[src/rtl/timer_dev_pkg.sv]
// Shared encodings for the memory-mapped down-counter: FSM states, register
// offsets and the CTRL register layout.
package timer_dev_pkg;

    typedef enum logic [1:0] {
        TIM_IDLE = 2'd0,
        TIM_LOAD = 2'd1,
        TIM_CNT  = 2'd2,
        TIM_INT  = 2'd3
    } tim_state_e;

    localparam logic [1:0] TIM_CTRL   = 2'd0;
    localparam logic [1:0] TIM_PRESET = 2'd1;
    localparam logic [1:0] TIM_COUNT  = 2'd2;

    localparam int CTRL_EN_BIT   = 0;
    localparam int CTRL_MODE_LSB = 1;
    localparam int CTRL_IM_BIT   = 3;

    localparam logic [1:0] TIM_MODE_RELOAD = 2'd1;

    // Packed so that im lands on bit 3, mode on 2:1 and en on bit 0.
    typedef struct packed {
        logic       im;
        logic [1:0] mode;
        logic       en;
    } tim_ctrl_t;

    function automatic logic [31:0] ctrl_to_word(tim_ctrl_t c);
        return {28'd0, c};
    endfunction

    function automatic tim_ctrl_t ctrl_from_word(logic [31:0] w);
        tim_ctrl_t c;
        c.en   = w[CTRL_EN_BIT];
        c.mode = w[CTRL_MODE_LSB +: 2];
        c.im   = w[CTRL_IM_BIT];
        return c;
    endfunction

endpackage

[src/rtl/timer_dev.sv]
// Programmable down-counter peripheral: CTRL/PRESET/COUNT registers on the
// data-memory bus, one-shot or auto-reload operation, maskable interrupt.
module timer_dev
    import timer_dev_pkg::*;
(
    input  logic        clk,
    input  logic        reset,
    input  logic [31:0] addr,
    input  logic        WE,
    input  logic [3:0]  BE,
    input  logic [31:0] WD,
    output logic [31:0] RD,
    output logic        IRQ
);

    tim_state_e  state_q;
    tim_ctrl_t   ctrl_q;
    logic [31:0] preset_q;
    logic [31:0] count_q;
    logic        irq_flag_q;

    logic [1:0]  offset;
    logic        wr_accept;
    logic        wr_ctrl;
    logic        wr_preset;
    logic        unused_addr;

    assign offset      = addr[3:2];
    assign unused_addr = ^{addr[31:4], addr[1:0]};
    assign wr_accept   = WE && (BE == 4'b1111);
    assign wr_ctrl     = wr_accept && (offset == TIM_CTRL);
    assign wr_preset   = wr_accept && (offset == TIM_PRESET);

    // A CPU write to CTRL or PRESET takes priority over the FSM for the whole
    // cycle, so a write landing in INT leaves EN and the flag as written/cleared.
    always_ff @(posedge clk or negedge reset) begin
        if (!reset) begin
            state_q    <= TIM_IDLE;
            ctrl_q     <= '0;
            preset_q   <= '0;
            count_q    <= '0;
            irq_flag_q <= 1'b0;
        end else if (wr_ctrl || wr_preset) begin
            state_q    <= TIM_IDLE;
            irq_flag_q <= 1'b0;
            if (wr_ctrl) begin
                ctrl_q <= ctrl_from_word(WD);
            end
            if (wr_preset) begin
                preset_q <= WD;
            end
        end else begin
            case (state_q)
                TIM_IDLE: begin
                    if (ctrl_q.en) begin
                        state_q <= TIM_LOAD;
                    end
                end
                TIM_LOAD: begin
                    count_q <= preset_q;
                    state_q <= TIM_CNT;
                end
                TIM_CNT: begin
                    if (count_q > 32'd1) begin
                        count_q <= count_q - 32'd1;
                    end else begin
                        count_q    <= '0;
                        irq_flag_q <= 1'b1;
                        state_q    <= TIM_INT;
                    end
                end
                TIM_INT: begin
                    if (ctrl_q.mode == TIM_MODE_RELOAD) begin
                        irq_flag_q <= 1'b0;
                    end else begin
                        ctrl_q.en <= 1'b0;
                    end
                    state_q <= TIM_IDLE;
                end
                default: state_q <= TIM_IDLE;
            endcase
        end
    end

    always_comb begin
        RD = '0;
        case (offset)
            TIM_CTRL:   RD = ctrl_to_word(ctrl_q);
            TIM_PRESET: RD = preset_q;
            TIM_COUNT:  RD = count_q;
            default:    RD = '0;
        endcase
    end

    assign IRQ = irq_flag_q & ctrl_q.im;

endmodule

[config.mk]
export PLATFORM = sky130hd
export DESIGN_NAME = timer_dev
export DESIGN_NICKNAME = d
export VERILOG_FILES = /design/src/rtl/timer_dev_pkg.sv /design/src/rtl/timer_dev.sv
export SDC_FILE = /design/constraint.sdc
export NUM_CORES = 1
export LEC_CHECK = 0
export ABC_CLOCK_PERIOD_IN_PS = 2450
export CORE_UTILIZATION = 50
export DETAILED_ROUTE_END_ITERATION = 16
export PLACE_DENSITY = 0.86
export SLEW_MARGIN = 20
export SYNTH_ARGS = -nofsm -noshare
export SYNTH_HDL_FRONTEND = slang
export SYNTH_SLANG_ARGS = --single-unit
export TNS_END_PERCENT = 10
[constraint.sdc]
create_clock -name clk -period 2.45 [get_ports clk]
set_input_delay 0.3675 -clock clk [delete_from_list [all_inputs] [get_ports clk]]
set_output_delay 0.3675 -clock clk [all_outputs]
set_load 0.03 [all_outputs]
* After elaboration in Yosys (flattened, before gate mapping)
Index checks and enable logic that the tools add are counted.
** Storage, ports and cells
- Input port bits :: 71
- Output and inout bits :: 33
- Flip-flop bits (word level) :: 71
** Cells by class
- Add/subtract/negate cells :: 1
- Bitwise gates (word level) :: 2
- $lt $le $gt $ge :: 1
- Equality and inequality tests :: 12
- Muxes and demuxes :: 15
- Reduce and logical (&&, ||, !) cells :: 15
** Operator list (number)
- $pmux W32 S3 :: 1
- $pmux W32 S2 :: 1
- $gt A32 B1 Y1 const B :: 1
- $mux W32 :: 1
- $sub A32 B1 Y32 const B :: 1
- $ne A3 B3 Y1 const B :: 3
- $pmux W2 S4 :: 1
- $reduce_and A2 Y1 :: 4
- $mux W1 :: 7
- $eq A2 B1 Y1 const B :: 3
- $eq A2 B2 Y1 const B :: 3
- $mux W2 :: 3
- $reduce_and A3 Y1 :: 2
- $eq A4 B4 Y1 const B :: 1
- $logic_not A2 Y1 :: 2
- $ne A2 B2 Y1 const B :: 2
- $reduce_bool A2 Y1 :: 2
- $logic_and A1 B1 Y1 :: 3
- $reduce_bool A3 Y1 :: 1
- $pmux W1 S2 :: 1
- $and A1 B1 Y1 :: 1
- $logic_or A1 B1 Y1 :: 1
- $not A1 Y1 :: 1

* Depth between registers and ports, before layout
Gate-level depths: netlist of the first run.
- Depth in word-level cells :: 6
- Mapped depth :: 8
- Mapped depth without buffers :: 7

* Least setup slack after synthesis of the first run
No wires, ideal clock.
- Path type :: register to register
- Start point :: register count_q[16]
- End point :: register count_q[24]
- Arrival :: 2102 ps
- Path slack :: 214 ps
- Setup time :: 134 ps
- Clock period less this slack :: 2236 ps
- Cell stages (with the launch flop) :: 8
- Required time :: 2316 ps
- Cell sequence :: dfrtp_1 clkbuf_1 or4_1 nor4b_4 nand4_4 buf_6 a41oi_1 o22ai_1
** On the way
- Word-level cells in the longest chain between the ends :: 3
- Elaborated cells on any way between the ends :: 4
- Classes of those cells :: 1 x add/sub; 1 x order compare; 2 x mux
** RTL lines
- from (decl) :: line timer_dev.sv:19 : logic [31:0] count_q;
- from (signal assigned) :: line timer_dev.sv:60 : count_q <= preset_q;
- from (signal assigned) :: line timer_dev.sv:65 : count_q <= count_q - 32'd1;
- $sub A32 B1 Y32 or $gt A32 B1 Y1 (tied branches) :: line timer_dev.sv:65, timer_dev.sv:64
- $mux W32 (*) :: line timer_dev.sv:64 : if (count_q > 32'd1) begin
- $pmux W32 S2 (*) :: line timer_dev.sv:53 : case (state_q)
Every way passes the cells marked *; elsewhere a longest branch is shown, timed or not.
A chain may end at the register's enable or synchronous reset.

* Worst setup path after layout of the first run
- Start point :: register count_q[18]
- End point :: register count_q[3]
** On the way
- Word-level cells in the longest chain between the ends :: 3
** RTL lines (line)
- $gt A32 B1 Y1 :: timer_dev.sv:64
- $mux W32 :: timer_dev.sv:64
- $pmux W32 S2 :: timer_dev.sv:53
No other way between the ends.

==> results of run 1 <==
## worst max-delay path: stages (launching register included)
cell and delay [ns]:
dfrtp_1 0.44, or4_1 0.61, nor4b_4 0.37, nand4_4 0.15, nand2_1 0.43, o221ai_1 0.20
## path summary, 6_finish.rpt
kind / endpoint / slack [ns] / depth (start not counted)
max: count_q[3] / 0.09 / 5
min in group clk: preset_q[17] / 0.53 / 1
min reg2reg: preset_q[17] / 0.53 / 1
max in group asynchronous: ctrl_q[2] / 2.09 / 2
min: preset_q[17] / 0.03 / 2
max reg2reg: count_q[3] / 0.09 / 5
## per-stage QoR
step	utilization	cell area, um^2	instances
6_report	0.652	5410	639
5_1_grt	0.652	5410	639
4_1_cts	0.650	5390	638
3_5_place_dp	0.630	5230	624
3_3_place_gp	0.630	5230	624
2_1_floorplan	-	4330	452
## state kept, by name, indices dropped and copies added (netlist names)
signal / flops
state_q: 2
preset_q: 32
ctrl_q: 4
count_q: 32
irq_flag_q: 1
## final cells by class
cell class / instances / area [um^2] / area share
multi-input combinational: 325 / 2340 / 0.433
sequential: 71 / 1780 / 0.328
timing repair buffer: 106 / 931 / 0.172
clock buffer: 13 / 159 / 0.0294
tap: 105 / 131 / 0.0243
inverter: 18 / 67.6 / 0.0125
clock inverter: 1 / 5.00 / 0.000925
## cells by family after synthesis
logic type	count (synthesis)	share of synthesized area
multiplexers	41	0.105
AND/OR/NAND/NOR	153	0.197
adder cells (fa/ha/maj)	6	0.0174
flip-flops	71	0.411
AO/OA/AOI/OAI	125	0.216
buffers and inverters	56	0.0544
## power by group through the flow
| stage | combinational [W] | sequential (W) | clock, W |
|---|---|---|---|
| 2_1_floorplan | 0.00223 | 0.00172 | 0 |
| 3_3_place_gp | 0.00314 | 0.00182 | 0 |
| 3_5_place_dp | 0.00325 | 0.00184 | 0 |
| 4_1_cts | 0.00327 | 0.00182 | 0.000853 |
| 5_1_grt | 0.00363 | 0.00188 | 0.000913 |
| 6_report | 0.00335 | 0.00183 | 0.000841 |
## placed cells by master, fill, tap and decap left out, drive strengths merged, types with 4 or more instances in the layout
cell type      count
nand4b             4
nor4              10
mux2              35
nor2              18
mux2i              6
clkdlybuf4s50     40
nor3              16
a31oi             16
and3               8
a22oi              8
o211ai             9
o221ai             8
o21ai             12
nor2b             16
buf               66
clkbuf            13
or4                5
nand4             10
o22ai              5
a21oi             12
ha                 6
a22o              29
o31ai              5
o2111ai            6
dfrtp             71
or3                8
inv               18
nand2             42
a41oi              5
nand3              7
## layer usage
| layer | global-route usage | part of all wire | vias to the layer above | wire length, um |
|---|---|---|---|---|
| li1 | - | - | 1884 | - |
| met1 | 0.365 | 0.42 | 1999 | 4930 |
| met2 | 0.456 | 0.49 | 165 | 5720 |
| met3 | 0.0550 | 0.067 | 28 | 786 |
| met4 | 0.0960 | 0.018 | 0 | 214 |
| met5 | 0 | 0 | - | 0 |
## timing repair
item,in CTS,in global routing
setup endpoints to repair,0,18
setup buffers,0,1
hold buffers,0,0
resized for setup,0,3
==> flow_summary_export.csv, run 1 <==
group,metric,value,unit
status,outcome,"completed",
setup_path,cp.arrival,2.55,ns
global_routing,grt_overflow_total,0,
synth,synth_ff_type,"dfrtp_1",
pwr,p_leak,2.39,nW
cells_and_area,areaGrowthSynthToFinish,25.1,%
routing,wl,11700,um
floorplanning,rows,33,
placed_design,gp_congestion,0.904,
pwr,seqPwrFrac,0.304,
synth,synth_cell_types,49,
pwr,power.total,0.00602,W
routing,dr_total_vias,4076,
pwr,ir_drop,0.618,mV
synth,syn_area,0.00433,mm^2
cts,h-tree-depth,3,
synth,yosys_warnings,0,
cts,clock_sinks,71,
cells_and_area,drive_gt1_frac,0.240,
timing,worst_pin_slew,0.662,ns
floorplanning,num_io_pins,104,
cts,cts_tree,"yes",
synth,synth_area_leaders,"dfrtp_1, mux2_2, a22o_1",
synth,synth_common_cells,"dfrtp_1, nand2_1, mux2_2",
synth,syn-num-nets,529,
cts,cts_buffers,9,
routing,vias_per_cell,6.38,
pwr,p_comb_frac,0.556,
cts,ctsRootBufferMaster,"clkbuf_8",
timing,tns,0,ns
timing,hold_viol,0,
cells_and_area,nNetsFinal,608,
global_routing,grt_usage,0.277,
routing,wire_per_inst,18.2,um
timing,clock_skew,0.00468,ns
setup_path,required,2.64,ns
pwr,internal-power,0.00323,W
pwr,p_switching,0.00279,W
synth,async_flop_share,1.00,
global_routing,grt_pass1_vias,3949,
timing,setup_viol,0,
timing,finalMaxSlewViolations,0,
hold_path,hp-class,"in2async",
setup_path,path_max_fanout,12,
floorplanning,coreArea,0.00830,mm^2
timing,fin_crit,2.36,ns
floorplanning,die_height,95.0,um
routing,dr.first_iter.drc_count,324,
global_routing,grt_pass1_wl,19100,um
synth,ys_seq_area_frac,0.411,
synth,synth_most_common_cell,"dfrtp_1",
cells_and_area,nFillCells,665,
cts,clockBufferDepth,2,
floorplanning,die_area,0.00903,mm^2
placed_design,place_ws,0.0656,ns
timing,hold_slack,0.0337,ns
setup_path,startpoint,"count_q[18]",
placed_design,place_hpwl,8090,um
cts,path_clk_slew,0.07,ns
global_routing,grt_max_degree,72,
timing,setup_ws,0.0907,ns
cts,insertion_delay,0.35,ns
timing,min_period_over_period,0.963,
setup_path,critPathKind,"reg2reg",
pwr,power_density,1110,mW/mm^2
setup_path,endpoint_kind,"register",
run,cap_violations,0,
floorplanning,start_util,0.521,
synth,syn_avg_cell_area,9.57,um^2
synth,synth-seq-cells,71,
routing,drc,0,
setup_path,r2r_start,"count_q[18]",
routing,ant_nets,0,
pwr,switching_share,0.463,
placed_design,port_buffers,73,
timing,rsz0062_at_grt,"false",
global_routing,antenna_found_initial,0,
setup_path,startpoint_type,"register",
routing,first_pass_iters,8,
timing,slew_headroom,0.557,
synth,yosysTopAreaCell,"dfrtp_1",
synth,synth_top_area_share,0.411,
timing,fmax,0.424,GHz
cells_and_area,num_antenna_cells,0,
synth,synth-edff-count,0,
pwr,clockPowerShare,0.140,
synth,syn_inst,452,
floorplanning,die_x,95.0,um
(Power assumes the default switching activity.)
==> run 2: changes to the inputs <==
- ABC_CLOCK_PERIOD_IN_PS: 2450 -> 2100
- CELL_PAD_IN_SITES_DETAIL_PLACEMENT: not set -> 1
- CELL_PAD_IN_SITES_GLOBAL_PLACEMENT: not set -> 1
- CORE_UTILIZATION: 50 -> 34
- PLACE_DENSITY: 0.86 -> 0.82
- clock period: 2.45 -> 2.1 ns (I/O delays scaled with it)
==> run 2 against run 1 <==
- the run now ends with negative hold slack, negative setup slack left
- cell count rose by 19%
- sequential cell count did not move
- first-iteration DRC count fell by 31%
- via count rose by 8.9%
- clock skew rose by 0.0048 ns
- critical endpoint is now count_q[21]
==> flow_summary_export.csv, run 2 (synthesized netlist as in run 1, its figures left out) <==
group,metric,value,unit
status,outcome,"finished, violations left",
status,violations,"negative hold slack, negative setup slack",
timing,fin_crit,2.32,ns
setup_path,endpoint_kind,"register",
cells_and_area,design_area,0.00656,mm^2
cts,cts_tree,"yes",
global_routing,antenna_found_initial,0,
timing,hold_viol,23,
cells_and_area,nNetsFinal,665,
routing,drc,0,
cts,clockBufferDepth,2,
timing,hold_slack,-0.0399,ns
cts,path_clk_slew,0.06,ns
cts,hold_buffers,0,
floorplanning,die_x,115,um
cells_and_area,drive_gt1_frac,0.393,
routing,dr.first_iter.drc_count,225,
routing,dr_total_vias,4440,
placed_design,place_hpwl,10800,um
pwr,power_density,1430,mW/mm^2
global_routing,grt_usage,0.252,
setup_path,r2r_slack,-0.22,ns
floorplanning,die_height,115,um
global_routing,grt_pass1_wl,25400,um
routing,vias_per_cell,5.83,
cts,cts_buffers,9,
setup_path,startpoint_type,"register",
cells_and_area,layout_commonest_cell,"buf_4",
timing,setup_ws,-0.221,ns
setup_path,startpoint,"count_q[10]",
run,cap_violations,0,
timing,min_period_over_period,1.11,
hold_path,hp-class,"in2async",
cells_and_area,top_regs,"count_q x32, preset_q x32, ctrl_q x4",
placed_design,port_buffers,73,
timing,setup_viol,30,
timing,fmax,0.431,GHz
timing,tns,-3.34,ns
routing,ant_nets,0,
cts,clock_sinks,71,
routing,dr.max_layer_used,"met4",
setup_path,critPathKind,"reg2reg",
floorplanning,coreArea,0.0122,mm^2
timing,finalMaxSlewViolations,0,
timing,slew_headroom,0.556,
setup_path,cp.arrival,2.53,ns
floorplanning,num_io_pins,104,
cells_and_area,num_antenna_cells,0,
global_routing,grt_pass1_vias,4716,
placed_design,place_area,0.00581,mm^2
routing,wl,16100,um
pwr,ir_drop,0.609,mV
routing,first_pass_iters,4,
global_routing,grt_max_degree,72,
cells_and_area,areaGrowthSynthToFinish,51.6,%
cells_and_area,layout_common_cells,"buf_4, dfrtp_1, nand2_1",
routing,dr_wl_met3,709,um
timing,worst_pin_slew,0.664,ns
floorplanning,die_area,0.0132,mm^2
floorplanning,rows,40,
timing,rsz0062_at_grt,"true",
setup_path,required,2.31,ns
placed_design,place_ws,-0.185,ns
routing,wl_met2,8470,um
cts,ctsRootBufferMaster,"clkbuf_16",
timing,clock_skew,0.00944,ns
pwr,p_leak,2.83,nW
pwr,power.total,0.00939,W
setup_path,r2r_start,"count_q[10]",
placed_design,gp_congestion,0.873,
cts,h-tree-depth,3,
global_routing,grt_overflow_total,0,
setup_path,path_max_fanout,5,
routing,wl_met1,6540,um
routing,wire_per_inst,21.2,um
floorplanning,start_util,0.354,
cts,insertion_delay,0.36,ns
-- run 2: cell types whose count changed in the layout (fill, tap and decap cells not counted), sizes merged --
cell    delta
clkbuf     -1
clkinv     +2
buf       +57
bufinv     +1
-- run 2: timing repair --
item,in CTS,in global routing
resized for setup,34,44
pin swaps,16,26
endpoints found under the setup margin,35,43
gates cloned,0,0
setup buffers,4,2
-- run 2: layout make-up --
type | count | area, um^2
Multi-Input combinational cell | 325 | 2700
Sequential cell | 71 | 1780
Inverter | 18 | 67.6
Fill cell | 1360 | 5650
Timing Repair Buffer | 163 | 1510
Clock inverter | 4 | 45.0
Clock buffer | 12 | 246
Tap cell | 168 | 210
-- run 2: metal layers --
layer / track usage / vias up
met5: 0 / -
met4: 0.0918 / 0
met3: 0.0438 / 36
met2: 0.439 / 138
met1: 0.313 / 2277
li1: - / 1989
-- run 2: worst max-delay path: stages (launching register included) --
cell	delay, ns
dfrtp_1	0.39
or4_4	0.58
buf_4	0.18
nor3_1	0.31
nand2_1	0.23
o31ai_1	0.30
o221ai_1	0.17
-- run 2: worst paths after layout --
path	end	cells past startpoint
worst max-delay path	count_q[21]	6
worst min-delay path	ctrl_q[3]	2
worst max register to register	count_q[21]	6
worst min register to register	preset_q[30]	1
max in group asynchronous	preset_q[19]	2
min in group clk	preset_q[30]	1
-- run 2: power by group --
part | internal (W) | switching, W | total, W | leakage (nW)
Combinational | 0.00246 | 0.00330 | 0.00576 | 1.76
Clock | 0.000946 | 0.000607 | 0.00155 | 0.146
Sequential | 0.00173 | 0.000341 | 0.00207 | 0.932
-- run 2: through the flow --
stage | utilization | instances
2_1_floorplan | - | 452
3_3_place_gp | 0.476 | 739
3_5_place_dp | 0.476 | 739
4_1_cts | 0.515 | 759
5_1_grt | 0.537 | 761
6_report | 0.537 | 761
==> RTL change 1: new RTL, config.mk and constraints of run 2 <==
Add an input register stage for `WD`, cleared by the reset; this delays it by one clock. The other inputs are not delayed to match.
--- a/src/rtl/timer_dev.sv
+++ b/src/rtl/timer_dev.sv
@@ -13,4 +13,14 @@
     output logic        IRQ
 );
+
+    logic [31:0] WD_q;
+
+    always_ff @(posedge clk or negedge reset) begin
+        if (!reset) begin
+            WD_q <= '0;
+        end else begin
+            WD_q <= WD;
+        end
+    end
 
     tim_state_e  state_q;
@@ -45,8 +55,8 @@
             irq_flag_q <= 1'b0;
             if (wr_ctrl) begin
-                ctrl_q <= ctrl_from_word(WD);
+                ctrl_q <= ctrl_from_word(WD_q);
             end
             if (wr_preset) begin
-                preset_q <= WD;
+                preset_q <= WD_q;
             end
         end else begin
Function: changed (Yosys sat finds a counterexample within 4 cycles, from zero or initial values and one cycle with reset low).
==> RTL change 1 against run 2 <==
The run ends with negative setup slack left. Area after synthesis rose by 22%. Final area is 12% higher. Total power up 8.5%. Worst hold slack better by 0.41 ns. Sequential cell count rose by 32. Sequential power grew 34%. Die area increased by 21%. Setup slack improved by 0.069 ns. Wire length rose by 9.2%. First-iteration DRC count increased by 77%. Non-clock buffer count is 16 lower. Critical path type unchanged. Critical endpoint is now count_q[16]. Largest cell class is now sequential cells.
==> RTL change 1: results (changes against run 2) <==
CTS
  • CTS max path bufs: 2 (unchanged)
  • CTS clk-pin slew, worst paths: 0.07 ns
  • Clock Latency Late Sink: 0.36 ns (about the same)

STA
  • Worst setup margin: -0.152 ns (+0.0690 ns)
  • Final setup vio count: 9 (-70%)
  • Worst-Margin Slew: 0.531 ns (-0.134 ns)
  • Setup TNS: -0.321 ns (+3.02 ns)
  • Fin Clk Skew: 0.0101 ns (+0.000677 ns)

Route
  • Starting DRC count in detailed routing: 398 (+77%)
  • TritonRoute pass-1 iters: 5 (+1)
  • DR WL/cell: 22.2 µm (+5.0%)
  • DR vias/cell: 5.95 (+2.1%)
  • Total wire length: 17,600 µm (+9.2%)

Critical path
  • Crit path max fanout: 9 (+4)
  • CP arrival: 2.48 ns (-0.05 ns)

Global routing
  • Largest net degree at the start of global routing: 39 (-46%)
  • Vias in the first global route: 5,183 (+9.9%)
  • GRT Resource Usage Total: 21.9% (-3.2 points)

Power
  • Worst vdd ir: 576 µV (-5.5%)
  • P_leak: 3.15 nW (+11%)

Finish
  • Largest regs: WD_q x32, count_q x32, preset_q x32
  • Layout cells sized above 1: 32.6% (-6.7 points)
  • Nets@finish: 676 (+1.7%)

Synth
  • Syn_nets: 555 (+4.9%)
  • Most frequent cells after synthesis: dfrtp_1, mux2_2, nand2_1
  • Avg Cell Area, Syn: 11.0 µm² (+15%)
  • Synth area leaders: dfrtp_1, mux2_2, a22o_1
  • Sequential area share after synthesis: 48.9% (+7.8 points)
  • Post-synthesis cell type count: 59 (+20%)

Placement
  • GP Congestion: 0.865 (-0.95%)
  • DP HPWL: 11,900 µm (+10%)
  • Inst Count DP: 771 (+4.3%)

Run status
  • Failing checks: negative setup slack
  • Status: finished, violations left
RTL change 1: cell families after synthesis:
logic type | Yosys count | synth area share, %
buffers and inverters | 58 | 5.96
flip-flops | 103 | 48.9
AND/OR/NAND/NOR | 136 | 15.6
AO/OA/AOI/OAI | 134 | 19.5
adder cells (fa/ha/maj) | 6 | 1.42
multiplexers | 41 | 8.62
RTL change 1: repair_timing:
| action | CTS | global route |
|---|---|---|
| endpoints found under the setup margin | 47 | 39 |
| endpoints found under the hold margin | 16 | 0 |
| gates resized for setup | 12 | 23 |
| pin swaps | 1 | 1 |
| hold buffers | 1 | 0 |
| cloned | 0 | 1 |
| buffers inserted | 0 | 3 |
RTL change 1: power by group:
group          internal, W  switching, W
clock              0.00132      0.000776
combinational      0.00224       0.00307
sequential         0.00237      0.000414
total              0.00593       0.00426
RTL change 1: cell type report:
cell class / instances / area [µm²]
clock buffers: 11 / 243
clock inverters: 5 / 129
fillers: 1598 / 7820
inverters: 21 / 78.8
multi-input cells: 317 / 2540
flip-flops and latches: 103 / 2580
well taps: 188 / 235
repair buffers: 147 / 1530
RTL change 1: stage by stage:
stage	instance area [µm²]	utilization, %	worst slack, ns	power (W)
final	7330	48.4	-0.152	0.0102
after global routing	7330	48.4	-0.248	0.0106
after CTS	7170	47.3	-0.0170	0.00983
after detailed placement	6740	44.5	-0.146	0.00763
after global placement	6740	44.5	-0.0890	0.00734
after floorplan	5280	-	0.0321	0.00564
RTL change 1: metal layers:
metal / up-vias / global-route usage (%) / routed length, µm
li1: 2062 / - / -
met1: 2429 / 26.4 / 7140
met2: 175 / 38.0 / 9020
met3: 50 / 2.91 / 776
met4: 0 / 12.0 / 666
met5: - / 0 / 0
RTL change 1: worst paths after layout:
check / to / from / slack, ns
setup / recovery: count_q[16] / count_q[26] / -0.15
hold / removal: count_q[0] / reset / 0.37
setup reg to reg: count_q[16] / count_q[26] / -0.15
hold reg to reg: preset_q[23] / WD_q[23] / 0.48
max in group asynchronous: count_q[4] / reset / 1.10
min in group clk: WD_q[30] / WD[30] / 0.38
==> RTL change 2: new RTL, config.mk and constraints of run 2 <==
Made on the original files. Encoding of `tim_state_e`: now Gray code (2 bits for 4 states).
--- a/src/rtl/timer_dev_pkg.sv
+++ b/src/rtl/timer_dev_pkg.sv
@@ -4,8 +4,8 @@
 
     typedef enum logic [1:0] {
-        TIM_IDLE = 2'd0,
-        TIM_LOAD = 2'd1,
-        TIM_CNT  = 2'd2,
-        TIM_INT  = 2'd3
+        TIM_IDLE = 2'b00,
+        TIM_LOAD = 2'b01,
+        TIM_CNT  = 2'b11,
+        TIM_INT  = 2'b10
     } tim_state_e;
 
Behaviour: no difference found for any inputs over 4 cycles, from zero or initial values and one cycle with reset low; so few cycles prove little.
==> RTL change 2 against run 2 <==
The run still ends with negative hold slack, negative setup slack left. Total power decreased by 8.1%. Wire length decreased by 11%. Combinational power decreased by 9.9%. Setup slack got worse by 0.23 ns. Synthesized cell count decreased by 12%. Sequential cell count unchanged. Sequential power decreased by 3%. Area after synthesis decreased by 6.9%. Final area decreased by 9.2%. Count of clock-buffer cells in the layout increased by 2. Critical path type unchanged. Critical endpoint is now count_q[5]. Largest power group unchanged. Highest routed layer unchanged.
==> RTL change 2: results (changes against run 2) <==
Finish
  • Nets@finish: 626 (-5.9%)
  • Final core utilization: 51.9% (-1.8 points)
  • Fillers: 1,295 (-4.8%)
  • Layout cells sized above 1: 35.9% (-3.4 points)
  • Layout Cells excl Fill: 700 (-8.0%)

Placement
  • DP HPWL: 10,300 µm (-4.7%)
  • Placed cell area: 0.00560 mm² (-3.6%)
  • Inst Count DP: 684 (-7.4%)
  • GP Congestion: 0.906 (+3.8%)

Global routing
  • GRT Resource Usage Total: 24.0% (-1.1 points)
  • Vias in the first global route: 4,547 (-3.6%)
  • First-pass GRT wire length: 23,200 µm (-8.5%)

STA
  • Hold WS: -0.0197 ns (+0.0202 ns)
  • Final Hold Viols: 15 (-35%)
  • Worst-Margin Slew: 0.473 ns (-0.191 ns)
  • Final setup vio count: 33 (+10%)
  • Worst setup margin: -0.452 ns (-0.231 ns)

Critical path
  • CP arrival: 2.78 ns (+0.25 ns)
  • Crit path largest cell delay: 0.54 ns (-0.04 ns)
  • Crit path max fanout: 21 (+16)
  • FF-to-FF Start: count_q[5]

Route
  • DR WL/cell: 20.5 µm (-3.3%)
  • Starting DRC count in detailed routing: 198 (-12%)
  • DR vias/cell: 5.72 (-2.0%)

Synth
  • Post-synthesis adder-cell area fraction: 0.622% (-1.1 points)
  • Synth area leaders: dfrtp_1, mux2_2, a22o_1
  • Post-Synth XOR/XNOR Area: 0% (unchanged)
  • Syn_nets: 471 (-11%)
  • Synthesized instance count: 398 (-12%)
  • Sequential area share after synthesis: 44.1% (+3.1 points)
  • Mux contribution to synthesized area: 10.8% (+0.29 points)
  • Post-synthesis cell type count: 53 (+8.2%)
  • Most frequent cells after synthesis: dfrtp_1, a22o_1, mux2_2
  • Complex-gate fraction of the synthesized area: 23.9% (+2.3 points)

Power
  • Worst vdd ir: 634 µV (+4.1%)

Run status
  • Status: finished, violations left
  • Failing checks: negative hold slack, negative setup slack

CTS
  • PostCTS Resize Cnt: 9 (-74%)
  • Postcts setup bufs: 1 (-3)
[RTL change 2: cell count changes in the layout (fill, tap and decap cells not counted), moves of 8 or more]
cell	change
a31oi_4	-8
or4_1	+12
o21ai_0	+10
nand2_1	-19
buf_4	+19
a31oi_1	-8
nor2b_1	-11
a22o_1	+12
[RTL change 2: power groups by stage]
stage	Combinational, W	Clock (W)	Sequential, W
5_1_grt	0.00553	0.00149	0.00206
3_3_place_gp	0.00471	0	0.00199
4_1_cts	0.00504	0.00145	0.00200
3_5_place_dp	0.00489	0	0.00202
2_1_floorplan	0.00231	0	0.00205
6_report	0.00519	0.00142	0.00201
[RTL change 2: path summary, 6_finish.rpt]
| kind | to | slack (ns) |
|---|---|---|
| max | count_q[5] | -0.45 |
| min | preset_q[27] | -0.02 |
| max reg2reg | count_q[5] | -0.45 |
| min reg2reg | preset_q[2] | 0.53 |
| max in group asynchronous | preset_q[10] | 1.77 |
| min in group clk | preset_q[2] | 0.53 |
[RTL change 2: per-layer routing]
metal	part of all wire (%)	GRT usage, %
met1	41	27.9
met2	52	43.1
met4	2.0	10.2
met5	0	0
met3	4.7	4.37
[RTL change 2: final cells by class]
cell class | count | share of cell area, %
multi-input combinational | 283 | 36.0
sequential | 71 | 29.8
timing repair buffer | 175 | 26.0
clock buffer | 14 | 4.26
tap | 143 | 3.00
inverter | 13 | 0.819
clock inverter | 1 | 0.0840
[RTL change 2: metrics by stage]
stage	setup TNS, ns	worst slack (ns)	hold WS [ns]
final	-10.39	-0.452	-0.0197
after global routing	-13.27	-0.514	0.0255
after CTS	-10.31	-0.432	0.00722
after detailed placement	-10.69	-0.458	0.381
after global placement	-8.68	-0.387	0.375
after floorplan	-8.64	-0.364	0.0194
